==> config.mk <==
export PLATFORM = sky130hd
export DESIGN_NAME = mult_cdb_buffer
export DESIGN_NICKNAME = d
export VERILOG_FILES = /design/src/rtl/mult_cdb_buffer_pkg.sv /design/src/rtl/mult_cdb_buffer.sv
export SDC_FILE = /design/constraint.sdc
export NUM_CORES = 1
export LEC_CHECK = 0
export ABC_AREA = 0
export BUFFER_PORTS_ARGS = -buffer_cell sky130_fd_sc_hd__buf_4
export CORE_MARGIN = 1.5
export CORE_UTILIZATION = 63
export CTS_CLUSTER_SIZE = 25
export DETAILED_ROUTE_END_ITERATION = 6
export PLACE_DENSITY_LB_ADDON = 0.1
export SETUP_SLACK_MARGIN = 0.1
export SLEW_MARGIN = 15
export SYNTH_ARGS = -nofsm -noshare
export SYNTH_HDL_FRONTEND = slang
export SYNTH_SLANG_ARGS = --single-unit
==> constraint.sdc <==
create_clock -name clock -period 8.5 [get_ports clock]
set_input_delay 0.85 -clock clock [delete_from_list [all_inputs] [get_ports clock]]
set_output_delay 0.85 -clock clock [all_outputs]
set_load 0.01 [all_outputs]
==> src/rtl/mult_cdb_buffer_pkg.sv <==
// Shared multiplier/CDB definitions: completion-entry layout and default buffer depth.
// Imported by the completion buffer and by anything that builds or consumes its entries.
package mult_cdb_buffer_pkg;

    localparam int AR_W      = 5;
    localparam int PR_W      = 7;
    localparam int DATA_W    = 64;
    localparam int CDB_DEPTH = 8;

    typedef struct packed {
        logic [AR_W-1:0]   ar_idx;
        logic [PR_W-1:0]   pr_idx;
        logic [DATA_W-1:0] result;
        logic              exception;
    } cdb_entry_t;

endpackage

==> src/rtl/mult_cdb_buffer.sv <==
// Two-lane in-order completion buffer between the multiplier and the CDB,
// with an issue-credit counter that keeps the RS from oversubscribing the buffer.
module mult_cdb_buffer
    import mult_cdb_buffer_pkg::*;
#(
    parameter int DEPTH = CDB_DEPTH,
    parameter int CNT_W = 4
) (
    input  logic              clock,
    input  logic              reset,

    input  logic              rs_issue0,
    input  logic              rs_issue1,

    input  logic              fu_complete0,
    input  logic              fu_complete1,
    input  logic [AR_W-1:0]   fu_dest_ar_idx0,
    input  logic [AR_W-1:0]   fu_dest_ar_idx1,
    input  logic [PR_W-1:0]   fu_dest_pr_idx0,
    input  logic [PR_W-1:0]   fu_dest_pr_idx1,
    input  logic [DATA_W-1:0] fu_result0,
    input  logic [DATA_W-1:0] fu_result1,
    input  logic              fu_exception0,
    input  logic              fu_exception1,

    input  logic              cdb_grant0,
    input  logic              cdb_grant1,

    output logic              cdb_valid0,
    output logic              cdb_valid1,
    output logic [AR_W-1:0]   cdb_dest_ar_idx0,
    output logic [AR_W-1:0]   cdb_dest_ar_idx1,
    output logic [PR_W-1:0]   cdb_dest_pr_idx0,
    output logic [PR_W-1:0]   cdb_dest_pr_idx1,
    output logic [DATA_W-1:0] cdb_result0,
    output logic [DATA_W-1:0] cdb_result1,
    output logic              cdb_exception0,
    output logic              cdb_exception1,

    output logic [1:0]        rs_mult_avail,
    output logic [CNT_W-1:0]  buf_count,
    output logic              overflow_err
);

    localparam int              PTR_W   = $clog2(DEPTH);
    localparam logic [CNT_W-1:0] DEPTH_C = CNT_W'(DEPTH);

    cdb_entry_t mem [DEPTH];

    logic [PTR_W-1:0] head_q, head_d, tail_q, tail_d;
    logic [CNT_W-1:0] count_q, count_d;
    logic [CNT_W-1:0] credit_q, credit_d;
    logic             overflow_q, overflow_d;

    logic             deq0, deq1, enq0, enq1, acc0, acc1, drop;
    logic [CNT_W-1:0] deq_n, enq_n, acc_n, space, credit_sum;
    logic [PTR_W-1:0] wr_idx0, wr_idx1, head_nx;
    cdb_entry_t       wr_entry0, wr_entry1, head_entry, next_entry;

    // NOTE: every always_comb output gets a default first so no path can infer a latch.
    always_comb begin
        rs_mult_avail = 2'b00;
        if (credit_q >= CNT_W'(2))
            rs_mult_avail = 2'b11;
        else if (credit_q == CNT_W'(1))
            rs_mult_avail = 2'b01;

        // Lane 1 may only pop together with lane 0, keeping dequeue strictly in order.
        deq0  = cdb_grant0 && (count_q != '0);
        deq1  = deq0 && cdb_grant1 && (count_q >= CNT_W'(2));
        deq_n = CNT_W'(deq0) + CNT_W'(deq1);

        // Slots freed by this cycle's pops are reusable by this cycle's completions.
        space = DEPTH_C - count_q + deq_n;
        enq0  = fu_complete0 && (space != '0);
        enq1  = fu_complete1 && (space > CNT_W'(enq0));
        enq_n = CNT_W'(enq0) + CNT_W'(enq1);
        drop  = (fu_complete0 && !enq0) || (fu_complete1 && !enq1);

        wr_idx0 = tail_q;
        wr_idx1 = tail_q + PTR_W'(enq0);

        head_d  = head_q + PTR_W'(deq_n);
        tail_d  = tail_q + PTR_W'(enq_n);
        count_d = count_q + enq_n - deq_n;

        acc0  = rs_issue0 && rs_mult_avail[0];
        acc1  = rs_issue1 && rs_mult_avail[1];
        acc_n = CNT_W'(acc0) + CNT_W'(acc1);

        // Accepted issues never exceed the credit, so only the upper bound needs clamping.
        credit_sum = credit_q - acc_n + deq_n;
        credit_d   = (credit_sum > DEPTH_C) ? DEPTH_C : credit_sum;

        overflow_d = overflow_q || drop;
    end

    always_ff @(posedge clock) begin
        if (reset) begin
            head_q     <= '0;
            tail_q     <= '0;
            count_q    <= '0;
            credit_q   <= DEPTH_C;
            overflow_q <= 1'b0;
        end else begin
            head_q     <= head_d;
            tail_q     <= tail_d;
            count_q    <= count_d;
            credit_q   <= credit_d;
            overflow_q <= overflow_d;
        end
    end

    assign wr_entry0 = '{ar_idx: fu_dest_ar_idx0, pr_idx: fu_dest_pr_idx0,
                         result: fu_result0, exception: fu_exception0};
    assign wr_entry1 = '{ar_idx: fu_dest_ar_idx1, pr_idx: fu_dest_pr_idx1,
                         result: fu_result1, exception: fu_exception1};

    // NOTE: the storage array is not reset; occupancy is tracked by count_q, so stale
    // contents are never presented as valid.
    always_ff @(posedge clock) begin
        if (!reset) begin
            if (enq0) mem[wr_idx0] <= wr_entry0;
            if (enq1) mem[wr_idx1] <= wr_entry1;
        end
    end

    assign head_nx    = head_q + PTR_W'(1);
    assign head_entry = mem[head_q];
    assign next_entry = mem[head_nx];

    assign cdb_valid0       = (count_q != '0);
    assign cdb_valid1       = (count_q >= CNT_W'(2));
    assign cdb_dest_ar_idx0 = head_entry.ar_idx;
    assign cdb_dest_pr_idx0 = head_entry.pr_idx;
    assign cdb_result0      = head_entry.result;
    assign cdb_exception0   = head_entry.exception;
    assign cdb_dest_ar_idx1 = next_entry.ar_idx;
    assign cdb_dest_pr_idx1 = next_entry.pr_idx;
    assign cdb_result1      = next_entry.result;
    assign cdb_exception1   = next_entry.exception;

    assign buf_count    = count_q;
    assign overflow_err = overflow_q;

endmodule
### Yosys cells after proc, flatten, opt, wreduce, memory -nomap -nowiden

Memories as Yosys holds them, arrays and structs flattened. A register that Yosys moved wholly into a read port is not among the register bits.
Cells that the tools add are included.

| storage, ports and cells | value |
|---|---|
| register bits after elaboration | 15 |
| bits in latches | 0 |
| bits in writable memories | 616 |
| memory bits (read-only) | 0 |
| bits of input ports | 162 |
| memories kept | 1 |

Memories:

| name | words | width | read ports | clocked after Yosys merged registers in | write ports | RTL line | RTL |
|---|---|---|---|---|---|---|---|
| mem | 8 | 77 | 2 | 1 | 2 | mult_cdb_buffer.sv:48 | `cdb_entry_t mem [DEPTH];` |

| operators by class | value |
|---|---|
| add/sub/neg operators | 13 |
| $mul | 0 |
| div/mod/pow operators | 0 |
| order comparisons | 4 |
| equal/unequal tests | 1 |
| shifts and indexed selects | 0 |
| muxes and demuxes | 9 |
| bitwise operators | 0 |
| reduce and logical (&&, ||, !) cells | 16 |

Operators by type and width:

| kind | number |
|---|---|
| 4-bit by 2-bit adder with 4-bit output | 3 |
| 1-bit logical AND | 9 |
| 4-bit by 2-bit greater-or-equal comparator with 1-bit output (second input constant) | 2 |
| 4-bit nonzero test | 2 |
| 4-bit by 2-bit subtractor with 4-bit output | 2 |
| 1-bit two-way mux | 7 |
| 1-bit by 1-bit adder with 2-bit output | 3 |
| 3-bit by 2-bit adder with 3-bit output | 2 |
| 4-bit by 1-bit == test with 1-bit output (second input constant) | 1 |
| 4-bit by 1-bit greater-than comparator with 1-bit output | 1 |
| 4-bit greater-than comparator (second input constant) | 1 |
| 4-bit subtractor (first input constant) | 1 |
| 3-bit by 1-bit adder with 3-bit output | 1 |
| 3-bit by 1-bit adder with 3-bit output (second input constant) | 1 |
| 3-bit two-way mux | 1 |
| 1-bit zero test | 2 |
| 1-bit logical OR | 2 |
| 2-bit two-way mux | 1 |
| 2-bit OR reduction | 1 |

### Depth between registers and ports, before layout

Gate-level depths: netlist (run 1).

| depth | value |
|---|---|
| depth in word-level cells | 14 |
| depth in mapped cells | 23 |

### Worst setup path after synthesis (run 1)

Ideal clock, no wire load.

| timing path | value |
|---|---|
| kind | register to register |
| start | register count_q[2] (netlist: buf_count[2]) |
| end | memory mem[5][0] (netlist bit) (enable) |
| arrival | 5386 ps |
| required time | 8068 ps |
| slack | 2682 ps |
| cell stages (with the launch flop) | 21 |
| buffers on the path | 3 |
| period minus slack after synthesis | 5818 ps |
| cells stage by stage | dfxtp_1 > inv_1 > ha_1 > nand2_1 > or2_2 > and2_1 > ha_1 > inv_1 > ha_1 > nand2b_1 > o22ai_1 > a21oi_1 > ha_1 > nor2_1 > or3_1 > o311ai_1 > or2_1 > buf_2 > buf_4 > buf_4 > a21bo_1 |

RTL lines:

| element | RTL line | RTL |
|---|---|---|
| start, declared | mult_cdb_buffer.sv:51 | `logic [CNT_W-1:0] count_q, count_d;` |
| start signal, assigned | mult_cdb_buffer.sv:108 | `count_q <= count_d;` |
| end, declared | mult_cdb_buffer.sv:48 |  |

==> impl_results.md, run 1 <==
* Placed insts at 2959
* ANT nets after route at 0
* CTS tree: built
* Buf/Inv on CP at 3
* First-pass GRT wire length at 141300 um
* Post-synthesis register bit count at 631
* Clock Tree Buf Depth at 3
* Htree depth at 3
* Mapped Cells at 2002
* Status: finished, violations left
* Tot Pwr at 13650 uW
* Synthesized area at 36260 um2
* RSZ-0062 raised after global routing: no
* CP max-delay cell: a21bo_4
* Slew Limit Fails at 0
* Router iterations before antenna repair at 7
* Post-CTS Hold Buffers at 0
* Worst-case reg-to-reg path depth at 18
* Post-route DRC at 1
* Cts repair resizes at 0
* Critical Path Fanout Max at 49
* Worst-skew pair later-pin latency at 0.60 ns
* Max_cap viols at 0
* Worst vdd ir at 336.7 uV
* Total CTS buffers at 69
* Fmax achieved at 169.4 MHz
* Initial antenna violation count at 15
* Worst Tran Pin Value at 1.192 ns
* Setup TNS at 0 ns
* Leakage Power at 0.01393 uW
* Avg Inst Size Synth at 18.11 um2
* Clock Sinks at 631
* Power per Cell Area at 329.7 nW/um2
* Worst path depth at 18
* Hold Vio Cnt, Final at 0
* Family with the most delay on the worst path: compound AO/OA/AOI/OAI gates
* Ys Warns at 0
* Drt first-iter violations at 1951
* Endpoints failing setup at 0
* Vias in the first global route at 22710
* Core Region at 56600 um2
* Cell mode on critical path: ha_1
* WP data required at 8.72 ns
* Setup crit start kind: register
* Sequence of cells on the critical path: inv_1, ha_1, nand2_1, or2_2, and2_1, ha_1, inv_1, ha_1, nand2b_1, o22ai_1, a21oi_1, ha_1, nor2_1, or3_1, o311ai_1, or2_4, a21bo_4, buf_4
* Clock root buffer master: clkbuf_16
* Port-buffer cells at 324
* Die area at 59000 um2
* WS Path Type: register to register
* Slowest stage delay, CP at 1.01 ns
* Gr ovfl total at 0
* Total GRT Usage at 32.12%
* Hold WS at 0.4939 ns
* Wire per inst at 30.31 um
* Chip height at 242.9 um
* Routability cong. at 0.8531
* Final WL at 93500 um
* Final nets at 2464
* Routed via count at 21250
* Non-Filler Instances at 3085
* Min Tclk post-route at 5.903 ns
* Rows at 87
* Sequential-to-total area share from yosys stat at 51.84%
* Ports at 325
* Post-synth cell types at 38
* Largest net degree at the start of global routing at 93
* Post-synth net total at 2192
* Area delta synth->final at 14.17%
* Hold Path Class: register to register
* Relative slew slack at 20.54%
* Worst EP arrival at 6.13 ns
* Chip width at 242.9 um
* Setup crit end kind: register
* Failing checks: design-rule violations
* Tcrit/Tclk final at 69.44%
* Post-Route Skew at 0.01286 ns
* Initial Util at 64.06%
* Post-DP HPWL at 53770 um
* Vias/cell at 6.889
* Setup bufs post-CTS at 0
* Worst-path clk slew at 0.06 ns
* Layout cells sized above 1 at 61.93%
* Hold Path Stages at 2
## worst register-to-register path, stage by stage (launching register included)
cell	delay, ns
dfxtp_1	0.33
inv_1	0.09
ha_1	0.14
nand2_1	0.07
or2_2	0.29
and2_1	0.18
ha_1	0.23
inv_1	0.09
ha_1	0.24
nand2b_1	0.21
o22ai_1	0.36
a21oi_1	0.21
ha_1	0.36
nor2_1	0.23
or3_1	0.21
o311ai_1	0.18
or2_4	0.45
a21bo_4	1.02
buf_4	0.64
## layout by cell type, fill, tap and decap left out, types with 9 or more instances in the layout
master / n
clkbuf_1: 22
buf_4: 354
mux2_1: 105
mux2_4: 20
clkinv_1: 12
inv_1: 22
clkbuf_16: 73
ha_1: 21
mux2_2: 646
nor2b_1: 9
dfxtp_1: 12
nor2_1: 11
mux4_2: 308
edfxtp_1: 616
## flip-flops by register name, summed over array words and instances, names as in the netlist
register	cells
buf_count	4
credit_q	4
head_q	3
mem	616
overflow_err	1
tail_q	3
## metrics by stage
stage	instance area [um2]	worst slack [ns]	utilization (%)
CTS	41370	2.649	73.09
floorplan	36260	2.682	-
detailed placement	39310	2.641	69.45
global placement	39310	2.751	69.45
global route	41390	2.267	73.12
finish	41400	2.597	73.13
## cell families after synthesis
| family | after synthesis | synth area share [%] |
|---|---|---|
| DFF | 631 | 51.84 |
| and+or+nand+nor | 53 | 0.7523 |
| xor gates and xnor gates | 11 | 0.2657 |
| AOI/OAI and AO/OA | 24 | 0.5211 |
| adders and majority gates | 28 | 1.090 |
| buffers and inverters | 176 | 2.243 |
| muxes | 1079 | 43.28 |
## cells in the mapped netlist, drive strengths merged
library cell | instances | share of area [%]
a2111oi | 2 | 0.048
a21bo | 2 | 0.055
a21o | 4 | 0.083
a21oi | 5 | 0.069
a22o | 4 | 0.097
and2 | 5 | 0.086
and3 | 1 | 0.017
buf | 113 | 1.6
clkbuf | 41 | 0.42
dfxtp | 15 | 0.83
edfxtp | 616 | 51
fa | 6 | 0.33
ha | 22 | 0.76
inv | 22 | 0.23
mux2 | 771 | 24
mux4 | 308 | 19
nand2 | 12 | 0.12
nand2b | 7 | 0.12
nand3 | 1 | 0.014
nand3b | 1 | 0.021
nor2 | 12 | 0.12
nor2b | 10 | 0.17
nor3b | 1 | 0.021
o21ai | 3 | 0.041
o22ai | 1 | 0.017
o311a | 2 | 0.086
o311ai | 1 | 0.024
or2 | 2 | 0.035
or3 | 1 | 0.017
xnor2 | 5 | 0.12
xor2 | 6 | 0.14
## path summary, 6_finish.rpt
| check | slack (ns) | startpoint | endpoint |
|---|---|---|---|
| setup / recovery | 2.60 | buf_count[2] | mem[5][50] |
| hold / removal | 0.49 | overflow_err | overflow_err |
| setup reg to reg | 2.60 | buf_count[2] | mem[5][50] |
| hold reg to reg | 0.49 | overflow_err | overflow_err |
## layout make-up
cell class,count,area [um2]
Multi-Input combinational cell,1195,16800
Fill cell,3531,15210
Sequential cell,631,18810
Clock buffer,97,1937
Clock inverter,22,123.9
Timing Repair Buffer,355,2678
Inverter,22,82.58
Antenna cell,7,17.52
Tap cell,756,945.9
## where the power goes
| part | leakage, uW | internal (uW) | switching (uW) |
|---|---|---|---|
| clock network | 0.00101 | 1610 | 1190 |
| logic | 0.00721 | 3540 | 3050 |
| registers | 0.00572 | 3970 | 291 |
| total | 0.0139 | 9120 | 4530 |
## routing by layer
layer	wire length, um	track usage (%)
met1	36960	43.45
met2	46540	52.76
met3	7367	6.303
met4	2543	10.78
met5	92	0
No activity file was read; power rests on OpenSTA's default activity.
==> inputs of run 2 (changes only) <==
CORE_UTILIZATION = 61   (was 63)
clock period = 5.7 ns   (was 8.5 ns; I/O delays follow)
==> run 2 against run 1 <==
Against the previous run: clock-buffer cell count decreased by 1; global-route usage decreased by 0.78 points; clock skew increased by 0.0098 ns; the run now ends clean; fmax increased by 15%; critical path type unchanged; total power increased by 52%.
==> impl_results.md, run 2 (synthesized netlist as in run 1, its figures left out) <==
* Wire per inst at 30.25 um (-0.21%)
* R2R setup slack at 0.55 ns (-2.05 ns)
* Clock root buffer master: clkbuf_16
* Clock Tree Buf Depth at 3 (unchanged)
* DP Worst Slack at 0.6438 ns (-1.997 ns)
* Family with the most delay on the worst path: simple AND/OR/NAND/NOR gates
* Max reg flops at 616 (unchanged)
* Routability cong. at 0.8234 (-3.5%)
* Reg-to-Reg Start: buf_count[2]
* Endpoints failing setup at 0 (unchanged)
* Min Tclk post-route at 5.148 ns (-0.7546 ns)
* Initial Util at 61.55% (-2.5 points)
* Core Region at 58910 um2 (+4.1%)
* Hold Vio Cnt, Final at 0 (unchanged)
* Chip width at 246.8 um (+1.6%)
* Hold Crit Start: reset
* Largest net degree at the start of global routing at 145 (+56%)
* Initial antenna violation count at 13 (-2)
* Hold Path Class: input pin to register
* Worst hold endpoint: buf_count[3]
* Fmax achieved at 194.3 MHz (+15%)
* Post-CTS Hold Buffers at 0 (unchanged)
* Vias in the first global route at 22390 (-1.4%)
* WP data required at 6.03 ns (-2.69 ns)
* Worst vdd ir at 645.7 uV (+92%)
* Leakage Power at 0.01418 uW (+1.8%)
* ANT nets after route at 0 (unchanged)
* Worst Tran Pin Value at 1.097 ns (-0.09480 ns)
* Status: complete, no violations
* Min setup slack post-route at 0.5521 ns (-2.045 ns)
* Cts repair resizes at 0 (unchanged)
* Max_cap viols at 0 (unchanged)
* Gr ovfl total at 0 (unchanged)
* Worst reg2reg path endpoint: mem[5][44]
* RSZ-0062 raised after global routing: no
* Buf/Inv on CP at 3 (unchanged)
* Vias/cell at 6.802 (-1.3%)
* Hold Path Stages at 2 (unchanged)
* Total GRT Usage at 31.34% (-0.78 points)
* Most common cell after layout, fill and taps aside: mux2_2
* Post-route DRC at 0 (-1)
* Top reg by flops: mem
* Placed insts at 2991 (+1.1%)
* First-pass GRT wire length at 139800 um (-1.1%)
* Final Core Density at 71.26% (-1.9 points)
* Htree depth at 3 (unchanged)
* Setup crit start kind: register
* Setup bufs post-CTS at 0 (unchanged)
* Final nets at 2480 (+0.65%)
* Rows at 89 (+2.3%)
* Worst-skew pair later-pin latency at 0.60 ns (about the same)
* Tcrit/Tclk final at 90.31% (+21 points)
* Routed via count at 21210 (-0.18%)
* Clock Sinks at 631 (unchanged)
* Cell mode on critical path: ha_1
* Final WL at 94340 um (+0.89%)
* Non-Filler Instances at 3119 (+1.1%)
* Relative slew slack at 26.86% (+6.3 points)
* Commonest non-fill, non-tap cells in the layout: 646 x mux2_2, 616 x edfxtp_1, 345 x buf_4
* Total CTS buffers at 70 (+1.4%)
* CP max-delay cell: or2_4
* Drt first-iter violations at 1883 (-3.5%)
* Setup crit end kind: register
* Worst-case reg-to-reg path depth at 18 (unchanged)
* Setup TNS at 0 ns (unchanged)
* Area delta synth->final at 15.77%
* Ports at 325 (unchanged)
* Power per Cell Area at 492.6 nW/um2 (+49%)
* Post-DP HPWL at 53100 um (-1.2%)
* Slowest stage delay, CP at 0.57 ns (-0.44 ns)
* Critical Path Fanout Max at 35 (-29%)
* Port-buffer cells at 324 (unchanged)
* WS Path Type: register to register
* Filler Cells Inserted at 3714 (+5.2%)
* Sequence of cells on the critical path: inv_1, ha_1, nand2_1, or2_2, and2_1, ha_1, inv_1, ha_1, nand2b_1, o22ai_1, a21oi_1, ha_1, nor2_1, or3_1, o311ai_1, or2_4, buf_12, mux2_2
* Chip height at 246.8 um (+1.6%)
* CTS tree: built
* Worst EP arrival at 5.48 ns (-0.65 ns)
* Slew Limit Fails at 0 (unchanged)
* Layout cells sized above 1 at 62.28% (+0.35 points)
* Worst-path clk slew at 0.06 ns (about the same)
* Die area at 60910 um2 (+3.2%)
* Post-Route Skew at 0.02263 ns (+0.009766 ns)
* Router iterations before antenna repair at 5 (-2)
-- run 2: per-layer routing --
layer	up-vias	wire, um	GRT usage, %
met4	14	2847	10.40
met3	187	8044	6.382
li1	8934	-	-
met2	923	46340	51.11
met5	-	86	0
met1	11160	37020	42.49
-- run 2: worst max path at each step --
stage                 end  slack [ns]  cells after the start    startpoint
2_1_floorplan   mem[6][0]        0.26                     16  buf_count[2]
3_3_place_gp   mem[5][52]        0.94                     18  buf_count[2]
3_5_place_dp   mem[5][49]        0.64                     18  buf_count[2]
4_1_cts        mem[5][49]        0.61                     18  buf_count[2]
5_1_grt        mem[5][51]        0.25                     18  buf_count[2]
6_report       mem[5][44]        0.55                     18  buf_count[2]
-- run 2: power breakdown --
group | internal, uW | leakage [uW] | switching [uW]
clock | 2660 | 0.00108 | 1760
combinational | 5350 | 0.00739 | 4550
sequential | 5910 | 0.00572 | 441
-- run 2: metrics by stage --
stage / cell area [um2] / hold slack (ns) / power (uW)
2_1_floorplan: 36260 / 0.5021 / 12820
3_3_place_gp: 39750 / 0.5224 / 16230
3_5_place_dp: 39750 / 0.5042 / 16390
4_1_cts: 41960 / 0.2533 / 20830
5_1_grt: 41970 / 0.2933 / 21600
6_report: 41980 / 0.2663 / 20680
-- run 2: area by class of cell --
class                   count  area [um2]  share of cell area (%)
multi-input cells        1195       16800                   40.02
flip-flops and latches    631       18810                   44.81
inverters                  22       82.58                  0.1967
repair buffers            370        3090                   7.363
clock buffers              96        1923                   4.581
clock inverters            24       284.0                  0.6766
diodes                      8       20.02                 0.04769
well taps                 773       967.2                   2.304
-- run 2: worst reg2reg max path, cell delays in order, from the launching register on --
cell and delay, ns:
dfxtp_1 0.33, inv_1 0.08, ha_1 0.15, nand2_1 0.08, or2_2 0.30, and2_1 0.18
ha_1 0.23, inv_1 0.09, ha_1 0.24, nand2b_1 0.21, o22ai_1 0.36, a21oi_1 0.20
ha_1 0.36, nor2_1 0.10, or3_1 0.44, o311ai_1 0.19, or2_4 0.57, buf_12 0.36
mux2_2 0.41
